### src/rtl/w5300_bus_timer_pkg.sv
// Shared definitions for the W5300 bus-cycle sequencer: the FSM state
// encoding, the default phase timings and a small state-classification helper.
package w5300_bus_pkg;

    // Default phase lengths in clk cycles (each must be >= 1).
    localparam int SETUP_CYC_DEF   = 1;
    localparam int STROBE_CYC_DEF  = 3;
    localparam int RECOVER_CYC_DEF = 2;

    // Default width of the shared phase counter.
    localparam int CNT_W_DEF       = 3;

    typedef enum logic [2:0] {
        IDLE    = 3'd0,
        SETUP   = 3'd1,
        STROBE  = 3'd2,
        ACK     = 3'd3,
        RECOVER = 3'd4
    } bus_state_t;

    // True in the states where the W5300 chip select is driven low.
    function automatic logic cs_phase(input bus_state_t s);
        return (s == SETUP) || (s == STROBE) || (s == ACK);
    endfunction

    // True in the states where the read or write strobe is driven low.
    function automatic logic strobe_phase(input bus_state_t s);
        return (s == STROBE) || (s == ACK);
    endfunction

endpackage

### src/rtl/w5300_bus_timer_if.sv
// Signal bundle between the 68008 host/decoder side and the W5300 strobe
// generator. The timer uses the slave view; whatever drives the host
// strobes and observes the W5300 side uses the master view.
interface w5300_bus_timer_if;

    // Host / decoder side
    logic wiz_sel;     // W5300 address window hit, active high
    logic asl;         // 68008 address strobe, active low
    logic dsl;         // 68008 data strobe, active low
    logic rdwl;        // 1 = read, 0 = write

    // W5300 side
    logic wizcsl;      // chip select, active low
    logic wizrdl;      // read strobe, active low
    logic wizwrl;      // write strobe, active low
    logic dtack_req;   // request to pull dtackl low
    logic busy;        // sequencer not idle

    modport slave (
        input  wiz_sel,
        input  asl,
        input  dsl,
        input  rdwl,
        output wizcsl,
        output wizrdl,
        output wizwrl,
        output dtack_req,
        output busy
    );

    modport master (
        output wiz_sel,
        output asl,
        output dsl,
        output rdwl,
        input  wizcsl,
        input  wizrdl,
        input  wizwrl,
        input  dtack_req,
        input  busy
    );

endinterface

### src/rtl/w5300_bus_timer_ds_sync.sv
// Two-flop synchroniser for an active-low host strobe. Both flops reset to 1
// so the strobe reads as negated while the card is held in reset.
module ds_sync (
    input  logic clk,
    input  logic rstl,
    input  logic d,
    output logic q
);

    logic meta;

    // Shift the asynchronous strobe through two flops.
    always_ff @(posedge clk or negedge rstl) begin
        if (!rstl) begin
            meta <= 1'b1;
            q    <= 1'b1;
        end else begin
            meta <= d;
            q    <= meta;
        end
    end

endmodule

### src/rtl/w5300_bus_timer.sv
// Bus-cycle sequencer between the card address decoder and the W5300.
// Generates registered chip-select, read/write strobes and a DTACK request
// with fixed setup, strobe-width and recovery times, independent of how the
// host moves its data strobe.
//
//   state   | meaning
//   --------+-----------------------------------------------------------
//   IDLE    | waiting for an armed host data strobe inside the W5300 window
//   SETUP   | wizcsl low, strobes still high (address/CS setup)
//   STROBE  | wizcsl and the read or write strobe low, DTACK withheld
//   ACK     | strobes held, dtack_req high until the host negates DS
//   RECOVER | everything negated, enforce minimum wizcsl high time
module w5300_bus_timer
    import w5300_bus_pkg::*;
#(
    parameter int SETUP_CYC   = SETUP_CYC_DEF,
    parameter int STROBE_CYC  = STROBE_CYC_DEF,
    parameter int RECOVER_CYC = RECOVER_CYC_DEF,
    parameter int CNT_W       = CNT_W_DEF
) (
    input  logic               clk,
    input  logic               rstl,
    w5300_bus_timer_if.slave   bus
);

    // Terminal counts: the counter starts at 0 on entry to each phase.
    localparam logic [CNT_W-1:0] SETUP_TC   = (CNT_W)'(SETUP_CYC - 1);
    localparam logic [CNT_W-1:0] STROBE_TC  = (CNT_W)'(STROBE_CYC - 1);
    localparam logic [CNT_W-1:0] RECOVER_TC = (CNT_W)'(RECOVER_CYC - 1);
    localparam logic [CNT_W-1:0] CNT_MAX    = {CNT_W{1'b1}};

    logic       asl_s;
    logic       dsl_s;
    logic       ds_act;

    bus_state_t       state;
    bus_state_t       state_nxt;
    logic [CNT_W-1:0] cnt;
    logic [CNT_W-1:0] cnt_nxt;
    logic             rd;
    logic             rd_nxt;
    logic             armed;
    logic             armed_nxt;

    logic wizcsl_nxt;
    logic wizrdl_nxt;
    logic wizwrl_nxt;
    logic dtack_nxt;
    logic busy_nxt;

    ds_sync u_asl_sync (
        .clk  (clk),
        .rstl (rstl),
        .d    (bus.asl),
        .q    (asl_s)
    );

    ds_sync u_dsl_sync (
        .clk  (clk),
        .rstl (rstl),
        .d    (bus.dsl),
        .q    (dsl_s)
    );

    assign ds_act = !dsl_s && !asl_s;

    // Next state, phase counter, cycle latches and next registered outputs.
    always_comb begin
        state_nxt = state;
        rd_nxt    = rd;
        armed_nxt = armed;

        case (state)
            IDLE: begin
                // wiz_sel and rdwl only matter at this instant; later changes
                // are ignored until the sequencer comes back here.
                if (ds_act && bus.wiz_sel && armed) begin
                    state_nxt = SETUP;
                    rd_nxt    = bus.rdwl;
                end
            end
            SETUP: begin
                if (!ds_act)
                    state_nxt = RECOVER;
                else if (cnt == SETUP_TC)
                    state_nxt = STROBE;
            end
            STROBE: begin
                // A host that gives up before DTACK gets no acknowledge.
                if (!ds_act)
                    state_nxt = RECOVER;
                else if (cnt == STROBE_TC)
                    state_nxt = ACK;
            end
            ACK: begin
                if (!ds_act)
                    state_nxt = RECOVER;
            end
            RECOVER: begin
                if (cnt == RECOVER_TC)
                    state_nxt = IDLE;
            end
            default: begin
                state_nxt = IDLE;
            end
        endcase

        // A new cycle needs DS to have been seen negated since the last one,
        // so a strobe still held from the previous host cycle cannot restart.
        if ((state == IDLE) && (state_nxt == SETUP))
            armed_nxt = 1'b0;
        else if (((state == IDLE) || (state == RECOVER)) && !ds_act)
            armed_nxt = 1'b1;

        // Phase counter restarts on every state change and saturates
        // while parked in ACK.
        if ((state_nxt != state) || (state == IDLE))
            cnt_nxt = '0;
        else if (cnt != CNT_MAX)
            cnt_nxt = cnt + 1'b1;
        else
            cnt_nxt = cnt;

        // Outputs are decoded from the next state so they change on the
        // same edge as the state register.
        wizcsl_nxt = !cs_phase(state_nxt);
        wizrdl_nxt = !(strobe_phase(state_nxt) && rd_nxt);
        wizwrl_nxt = !(strobe_phase(state_nxt) && !rd_nxt);
        dtack_nxt  = (state_nxt == ACK);
        busy_nxt   = (state_nxt != IDLE);
    end

    // State register, cycle latches and registered W5300 outputs.
    always_ff @(posedge clk or negedge rstl) begin
        if (!rstl) begin
            state         <= IDLE;
            cnt           <= '0;
            rd            <= 1'b1;
            armed         <= 1'b0;
            bus.wizcsl    <= 1'b1;
            bus.wizrdl    <= 1'b1;
            bus.wizwrl    <= 1'b1;
            bus.dtack_req <= 1'b0;
            bus.busy      <= 1'b0;
        end else begin
            state         <= state_nxt;
            cnt           <= cnt_nxt;
            rd            <= rd_nxt;
            armed         <= armed_nxt;
            bus.wizcsl    <= wizcsl_nxt;
            bus.wizrdl    <= wizrdl_nxt;
            bus.wizwrl    <= wizwrl_nxt;
            bus.dtack_req <= dtack_nxt;
            bus.busy      <= busy_nxt;
        end
    end

endmodule

### src/flat_wrapper.sv
// flat-port wrapper written by rule: the top's interface ports become plain ports
module w5300_bus_timer_flat import w5300_bus_pkg::*;
#(
    parameter int SETUP_CYC   = SETUP_CYC_DEF,
    parameter int STROBE_CYC  = STROBE_CYC_DEF,
    parameter int RECOVER_CYC = RECOVER_CYC_DEF,
    parameter int CNT_W       = CNT_W_DEF
)
  (clk, rstl, bus_wiz_sel, bus_asl, bus_dsl, bus_rdwl, bus_wizcsl, bus_wizrdl, bus_wizwrl, bus_dtack_req, bus_busy);
  w5300_bus_timer_if bus_i ();
  input  logic clk;
  input  logic rstl;
  input wire logic [$bits(bus_i.wiz_sel)-1:0] bus_wiz_sel;
  input wire logic [$bits(bus_i.asl)-1:0] bus_asl;
  input wire logic [$bits(bus_i.dsl)-1:0] bus_dsl;
  input wire logic [$bits(bus_i.rdwl)-1:0] bus_rdwl;
  output wire logic [$bits(bus_i.wizcsl)-1:0] bus_wizcsl;
  output wire logic [$bits(bus_i.wizrdl)-1:0] bus_wizrdl;
  output wire logic [$bits(bus_i.wizwrl)-1:0] bus_wizwrl;
  output wire logic [$bits(bus_i.dtack_req)-1:0] bus_dtack_req;
  output wire logic [$bits(bus_i.busy)-1:0] bus_busy;
  assign bus_i.wiz_sel = bus_wiz_sel;
  assign bus_i.asl = bus_asl;
  assign bus_i.dsl = bus_dsl;
  assign bus_i.rdwl = bus_rdwl;
  assign bus_wizcsl = bus_i.wizcsl;
  assign bus_wizrdl = bus_i.wizrdl;
  assign bus_wizwrl = bus_i.wizwrl;
  assign bus_dtack_req = bus_i.dtack_req;
  assign bus_busy = bus_i.busy;
  w5300_bus_timer #(.SETUP_CYC(SETUP_CYC), .STROBE_CYC(STROBE_CYC), .RECOVER_CYC(RECOVER_CYC), .CNT_W(CNT_W)) u_core (.clk(clk), .rstl(rstl), .bus(bus_i));
endmodule
### config.mk
export PLATFORM = sky130hd
export DESIGN_NAME = w5300_bus_timer_flat
export DESIGN_NICKNAME = d
export VERILOG_FILES = /design/src/rtl/w5300_bus_timer_pkg.sv /design/src/rtl/w5300_bus_timer_if.sv /design/src/rtl/w5300_bus_timer_ds_sync.sv /design/src/rtl/w5300_bus_timer.sv /design/src/flat_wrapper.sv
export SDC_FILE = /design/constraint.sdc
export NUM_CORES = 1
export LEC_CHECK = 0
export CAP_MARGIN = 20
export CORE_MARGIN = 2
export CORE_UTILIZATION = 55
export CTS_BUF_LIST = sky130_fd_sc_hd__clkbuf_8 sky130_fd_sc_hd__clkbuf_16
export DETAILED_ROUTE_END_ITERATION = 10
export HOLD_SLACK_MARGIN = 0.02
export PLACE_DENSITY = 0.83
export SYNTH_ARGS = -nofsm -noshare
export SYNTH_HDL_FRONTEND = slang
export SYNTH_SLANG_ARGS = --single-unit
### constraint.sdc
create_clock -name clk -period 2.28 [get_ports clk]
set_input_delay 0.57 -clock clk [delete_from_list [all_inputs] [get_ports clk]]
set_output_delay 0.57 -clock clk [all_outputs]
set_load 0.02 [all_outputs]
* Yosys cells after proc, flatten, opt, wreduce, memory -nomap -nowiden
Cells that the tools add are included.
** Cells by class
- Multiplexer cells :: 14
- Eq/ne operators :: 11
- Add/subtract/negate cells :: 1
- Reductions and logical operators :: 24
** Operators by type and width (count)
- 2-to-1 mux 3 bit :: 9
- equality test 3 x 2 -> 1 bit (second input constant) :: 5
- one-hot mux 3 bit (5 select lines) :: 1
- equality test 3 x 1 -> 1 bit (second input constant) :: 3
- logical AND 1 bit :: 7
- logical NOT 1 bit :: 7
- logical NOT 3 bit :: 2
- logical OR 1 bit :: 5
- 2-to-1 mux 1 bit :: 4
- nonzero test 2 bit :: 2
- adder 3 x 1 -> 3 bit (second input constant) :: 1
- equality test 3 bit (second input constant) :: 1
- inequality test 3 bit :: 1
- inequality test 3 bit (second input constant) :: 1
- nonzero test 3 bit :: 1
** Storage, ports and cells
- Output and inout port bits :: 5
- Logic and storage cells :: 63
- Bits in registers :: 17
- Input bits :: 6

* Longest topological paths before layout
- Word-level depth :: 10
- Gate-level depth with buffers :: 6
- Depth with buffers taken out :: 6

* Cells and area by module
A second synthesis with hierarchy kept.
** Second synthesis, totals
- Cells, all modules :: 60
- Area, all modules :: 758.2 um^2
** Modules (own cells, without submodules)
- w5300_bus_timer :: sequential area each 330.3 um^2, cells each 56, area each 653.1 um^2, times used 1
- ds_sync :: sequential area each 52.6 um^2, cells each 2, area each 52.6 um^2, times used 2

* Worst setup path before layout
OpenSTA, ideal clock, no wires.
- Path type :: register -> register
- From :: register u_core.state[2]
- To :: register u_core.rd
- Path buffers :: 1
- Data required time :: 2.195 ns
- Stages on the path, launching flop included :: 5
- Setup slack :: 0.779 ns
- Setup time :: 0.085 ns
- Clock period less this slack :: 1.501 ns
- Data arrival time :: 1.416 ns
- Path through :: dfrtp_1 -> or3_1 -> buf_2 -> nor4_4 -> mux2_1
** Between the ends
- Cells in the longest elaborated chain, start to end :: 2
** Ends and longest elaborated chain
- start: declaration :: line w5300_bus_timer.sv:36 : bus_state_t state;
- start signal: assignment :: line w5300_bus_timer.sv:146 : state <= state_nxt;
- logical NOT 3 bit :: line w5300_bus_timer.sv:73 : case (state)
- 2-to-1 mux 1 bit :: line w5300_bus_timer.sv:73
- named net u_core.rd_nxt :: line w5300_bus_timer.sv:41 : logic rd_nxt;
- end signal: assignment :: line w5300_bus_timer.sv:148 : rd <= rd_nxt;
- end: declaration :: line w5300_bus_timer.sv:40 : logic rd;
The timed path passes the listed nets, and every way through them passes these cells.
A chain may end at the register's enable or synchronous reset.

* Final worst setup path
- From :: register u_core.bus.wizrdl
- To :: output bus_wizrdl
** RTL lines
- start: declaration :: line w5300_bus_timer_if.sv:25 : output wizrdl,
- start signal: assignment :: line w5300_bus_timer.sv:151 : bus.wizrdl <= wizrdl_nxt;
- end: declaration :: line flat_wrapper.sv:18 : output wire logic [$bits(bus_i.wizrdl)-1:0] bus_wizrdl;
No word-level cell between the ends.

==> metrics.md <==
| Metric | Value |
|---|---|
| Time the worst path needs with I/O delays and setup | `1.939 ns` |
| Post-route setup TNS | `0 ns` |
| Ratio of cells with drive above 1 in the final layout | `15.58%` |
| Maximum level of the CTS H-tree | `1` |
| Crit path max fanout | `1` |
| Status | `finished, final reports clean` |
| Syn nets | `77` |
| Worst reg-to-reg path cell count | `3` |
| Number of DRC markers in iteration 0 | `1` |
| Number of antenna violations at the first check in global routing | `0` |
| IO Pins | `11` |
| Worst setup path start | `u_core.bus.wizrdl` |
| Path type of the worst setup path | `reg2out` |
| Fraction of the cycle the final worst path needs | `85.06%` |
| Maxcap violations | `0` |
| Non-filler instance count after layout | `92` |
| Length of the first detailed-routing pass in iterations | `2` |
| Setup slack of the worst register-to-register path | `0.71 ns` |
| Post-detailed-placement cell area | `878.3 um^2` |
| Global-route congestion overflow total | `0` |
| Final Hold Vio Count | `0` |
| Critical path data required time | `1.71 ns` |
| Remaining DRCs | `0` |
| Overall Global Routing Usage | `around 16%` |
| Worst hold path type | `reg2reg` |
| Final routed wirelength across all metal layers | `1286 um` |
| Kind of cell adding the most delay to the critical path | `buffers and inverters` |
| Area added between synthesis and finish | `19.22%` |
| Max-slew violations | `0` |
| Synthesis warning total | `0` |
| Post-synthesis instance area | `between 700 and 800 um^2` |
| Post-detailed-route via-to-cell ratio | `between 5 and 6` |
| Later-pin clock latency in the skew report | `0.24 ns` |
| Part of the total power dissipated in combinational logic | `26.4%` |
| Buffer and inverter count on the worst path | `1` |
| TritonCTS clock tree | `done` |
| Syn Inst Count | `between 60 and 70` |
| Die Span X | `41.53 um` |
| Data arrival time of the worst path | `roughly 1.4 ns` |
| Vias in the first global route | `just over 500` |
| Max Freq | `515.6 MHz` |
| Predominant post-synthesis flop cell | `sky130_fd_sc_hd__dfrtp_1` |
| Worst setup path endpoint | `bus_wizrdl` |
| Mean instance size in the synthesized netlist | `roughly 12 um^2` |
| Core outline area | `1301 um^2` |
| Maximum clock skew at final layout | `0.005665 ns` |
| Port Buffers | `10` |
| Overall die height | `41.53 um` |
| Element type at the critical path start | `register` |
| Distinct cell type count of the synthesized netlist | `25` |
| P_int | `584.7 uW` |
| Leakage | `0.4003 nW` |
| Register area share after synthesis | `a little under three fifths` |
| Hold_buf cts | `0` |
| Starting Density | `between 50% and 60%` |
| Remaining max-slew budget at the tightest pin | `50.77%` |
| Combined area of the multi-input logic cells | `312.8 um^2` |
| Routed vias | `507` |
| Buffer cell driving the clock tree root | `sky130_fd_sc_hd__clkbuf_8` |
| Async S/R FF share, synth | `100.0%` |
| Slowest stage cell, crit path | `sky130_fd_sc_hd__clkdlybuf4s50_1` |
| Reg-to-Reg End | `u_core.rd` |
| Share of total power consumed by net switching | `30.22%` |
| Final weighted congestion in routability-driven placement | `0.7992` |
| Switching power summed over all nets | `253.2 uW` |
| Clock Path Buffers | `2` |
| Kind of end point of the critical path | `primary output` |
| Utilization after layout | `70.96%` |
| Post-synth EDFFs | `0` |
| Levels on crit path | `1` |
| Maximum number of pins on one net before global-route repair | `18` |
| Relative contribution of the clock network to total power | `24.9%` |
| Tot Pwr | `837.8 uW` |
| Wire length of the first global-routing pass | `2139 um` |
| Antenna fix cells | `0` |
| Power density of the placed cells | `between 900 and 1000 nW/um^2` |
| Total CTS buffers | `3` |
| Total placed cells including tap cells | `88` |
| Number of buffers added for setup after CTS | `0` |
| Clock sink total | `17` |
| Worst supply voltage drop on vdd | `0.0004712 V` |
| Final-layout fill cell count | `100` |
| Routed wire per std cell | `13.98 um` |
| Worst Max-Slew Pin Slew | `0.7361 ns` |
| Proportion of power drawn by flip-flops and latches | `48.6%` |
| Final net count | `89` |
| Area used by sequential logic in the layout | `approximately 440 um^2` |
| Critical path's largest stage delay | `0.60 ns` |
| Post-route cell area | `~900 um^2` |
| Clock transition at the register clock pins on the worst setup and hold paths after CTS | `0.06 ns` |
| Setup violations, final | `0` |
| Flop and latch count out of synthesis | `17` |
| Row count | `13` |
| Remaining antenna violation count | `0` |
| Detailed placement HPWL | `around 910 um` |
| Quantity of gates resized following cts | `0` |
| R2R Path Start | `u_core.state[2]` |
| Critical-path cell list | `clkdlybuf4s50_1` |
| Die area | `1724 um^2` |
| Unrepaired setup endpoints after global routing | `no` |
worst min-delay path by stage:
stage                                       from                  end  slack [ns]  cells after the start
after CTS                 u_core.u_dsl_sync.meta  u_core.u_dsl_sync.q        0.36                      0
after floorplan                             rstl         u_core.armed        0.27                      0
after global routing      u_core.u_dsl_sync.meta  u_core.u_dsl_sync.q        0.36                      0
after global placement    u_core.u_asl_sync.meta  u_core.u_asl_sync.q        0.35                      0
after detailed placement  u_core.u_dsl_sync.meta  u_core.u_dsl_sync.q        0.35                      0
final                     u_core.u_dsl_sync.meta  u_core.u_dsl_sync.q        0.35                      0
routing by layer:
metal | GRT usage, % | share of wire, % | wire [um]
met1 | 20.69 | 46 | 589
met2 | 27.19 | 50 | 641
met3 | 3.043 | 3.4 | 44
met4 | 7.742 | 0.78 | 10
met5 | 0 | 0 | 0
layout make-up:
| type | count | share of cell area [%] |
|---|---|---|
| Clock buffer | 3 | 4.472 |
| Clock inverter | 1 | 0.4065 |
| Inverter | 3 | 1.220 |
| Sequential cell | 17 | 47.15 |
| Tap cell | 15 | 2.033 |
| Multi-Input combinational cell | 43 | 33.88 |
| Timing Repair Buffer | 10 | 10.84 |
registers in the layout, indices dropped and copies added (netlist names):
register                cells
u_core.bus.wizwrl           1
u_core.bus.dtack_req        1
u_core.u_dsl_sync.q         1
u_core.bus.wizcsl           1
u_core.state                3
u_core.rd                   1
u_core.u_asl_sync.meta      1
u_core.u_dsl_sync.meta      1
u_core.bus.busy             1
u_core.cnt                  3
u_core.u_asl_sync.q         1
u_core.bus.wizrdl           1
u_core.armed                1
cell families after synthesis:
family          share of synthesized area (%)
fa+ha+maj                               8.078
flops                                   56.22
compound gates                          9.854
simple gates                            15.99
mux                                     5.331
xor+xnor                                1.131
buf+inv                                 3.392
power groups by stage:
stage | clock [mW] | sequential, mW | combinational, mW
2_1_floorplan | 0 | 0.409 | 0.152
3_3_place_gp | 0 | 0.408 | 0.213
3_5_place_dp | 0 | 0.412 | 0.219
4_1_cts | 0.213 | 0.408 | 0.224
5_1_grt | 0.225 | 0.416 | 0.252
6_report | 0.209 | 0.407 | 0.222
placed cells by master (no fill, tap or decap), drive strengths merged:
cell type / instances
dfrtp: 9
o31ai: 2
nand2b: 3
nor2b: 1
a211oi: 2
mux2: 1
o31a: 2
dfstp: 8
xor2: 1
nand2: 3
nor4: 1
a21oi: 1
nor3: 1
o21ai: 2
nand3: 1
nor2: 9
inv: 4
and3b: 1
or3: 1
mux2i: 3
clkdlybuf4s50: 10
a31oi: 1
a21o: 1
clkbuf: 3
nand3b: 1
ha: 5
through the flow:
step | setup WS, ns | hold slack, ns
4_1_cts | 0.3372 | 0.3554
5_1_grt | 0.3251 | 0.3600
3_3_place_gp | 0.4791 | 0.3456
6_report | 0.3406 | 0.3548
3_5_place_dp | 0.4347 | 0.3468
2_1_floorplan | 0.7789 | 0.2744
Yosys cell counts (3+ instances only):
cell,count,area [um^2]
sky130_fd_sc_hd__buf_2,3,15.01
sky130_fd_sc_hd__dfrtp_1,9,225.2
sky130_fd_sc_hd__dfstp_2,8,210.2
sky130_fd_sc_hd__ha_1,5,62.56
sky130_fd_sc_hd__inv_1,3,11.26
sky130_fd_sc_hd__mux2i_1,3,30.03
sky130_fd_sc_hd__nand2_1,3,11.26
sky130_fd_sc_hd__nand2b_1,3,18.77
sky130_fd_sc_hd__nor2_1,9,33.78
Power figures use the tool's default switching activity.
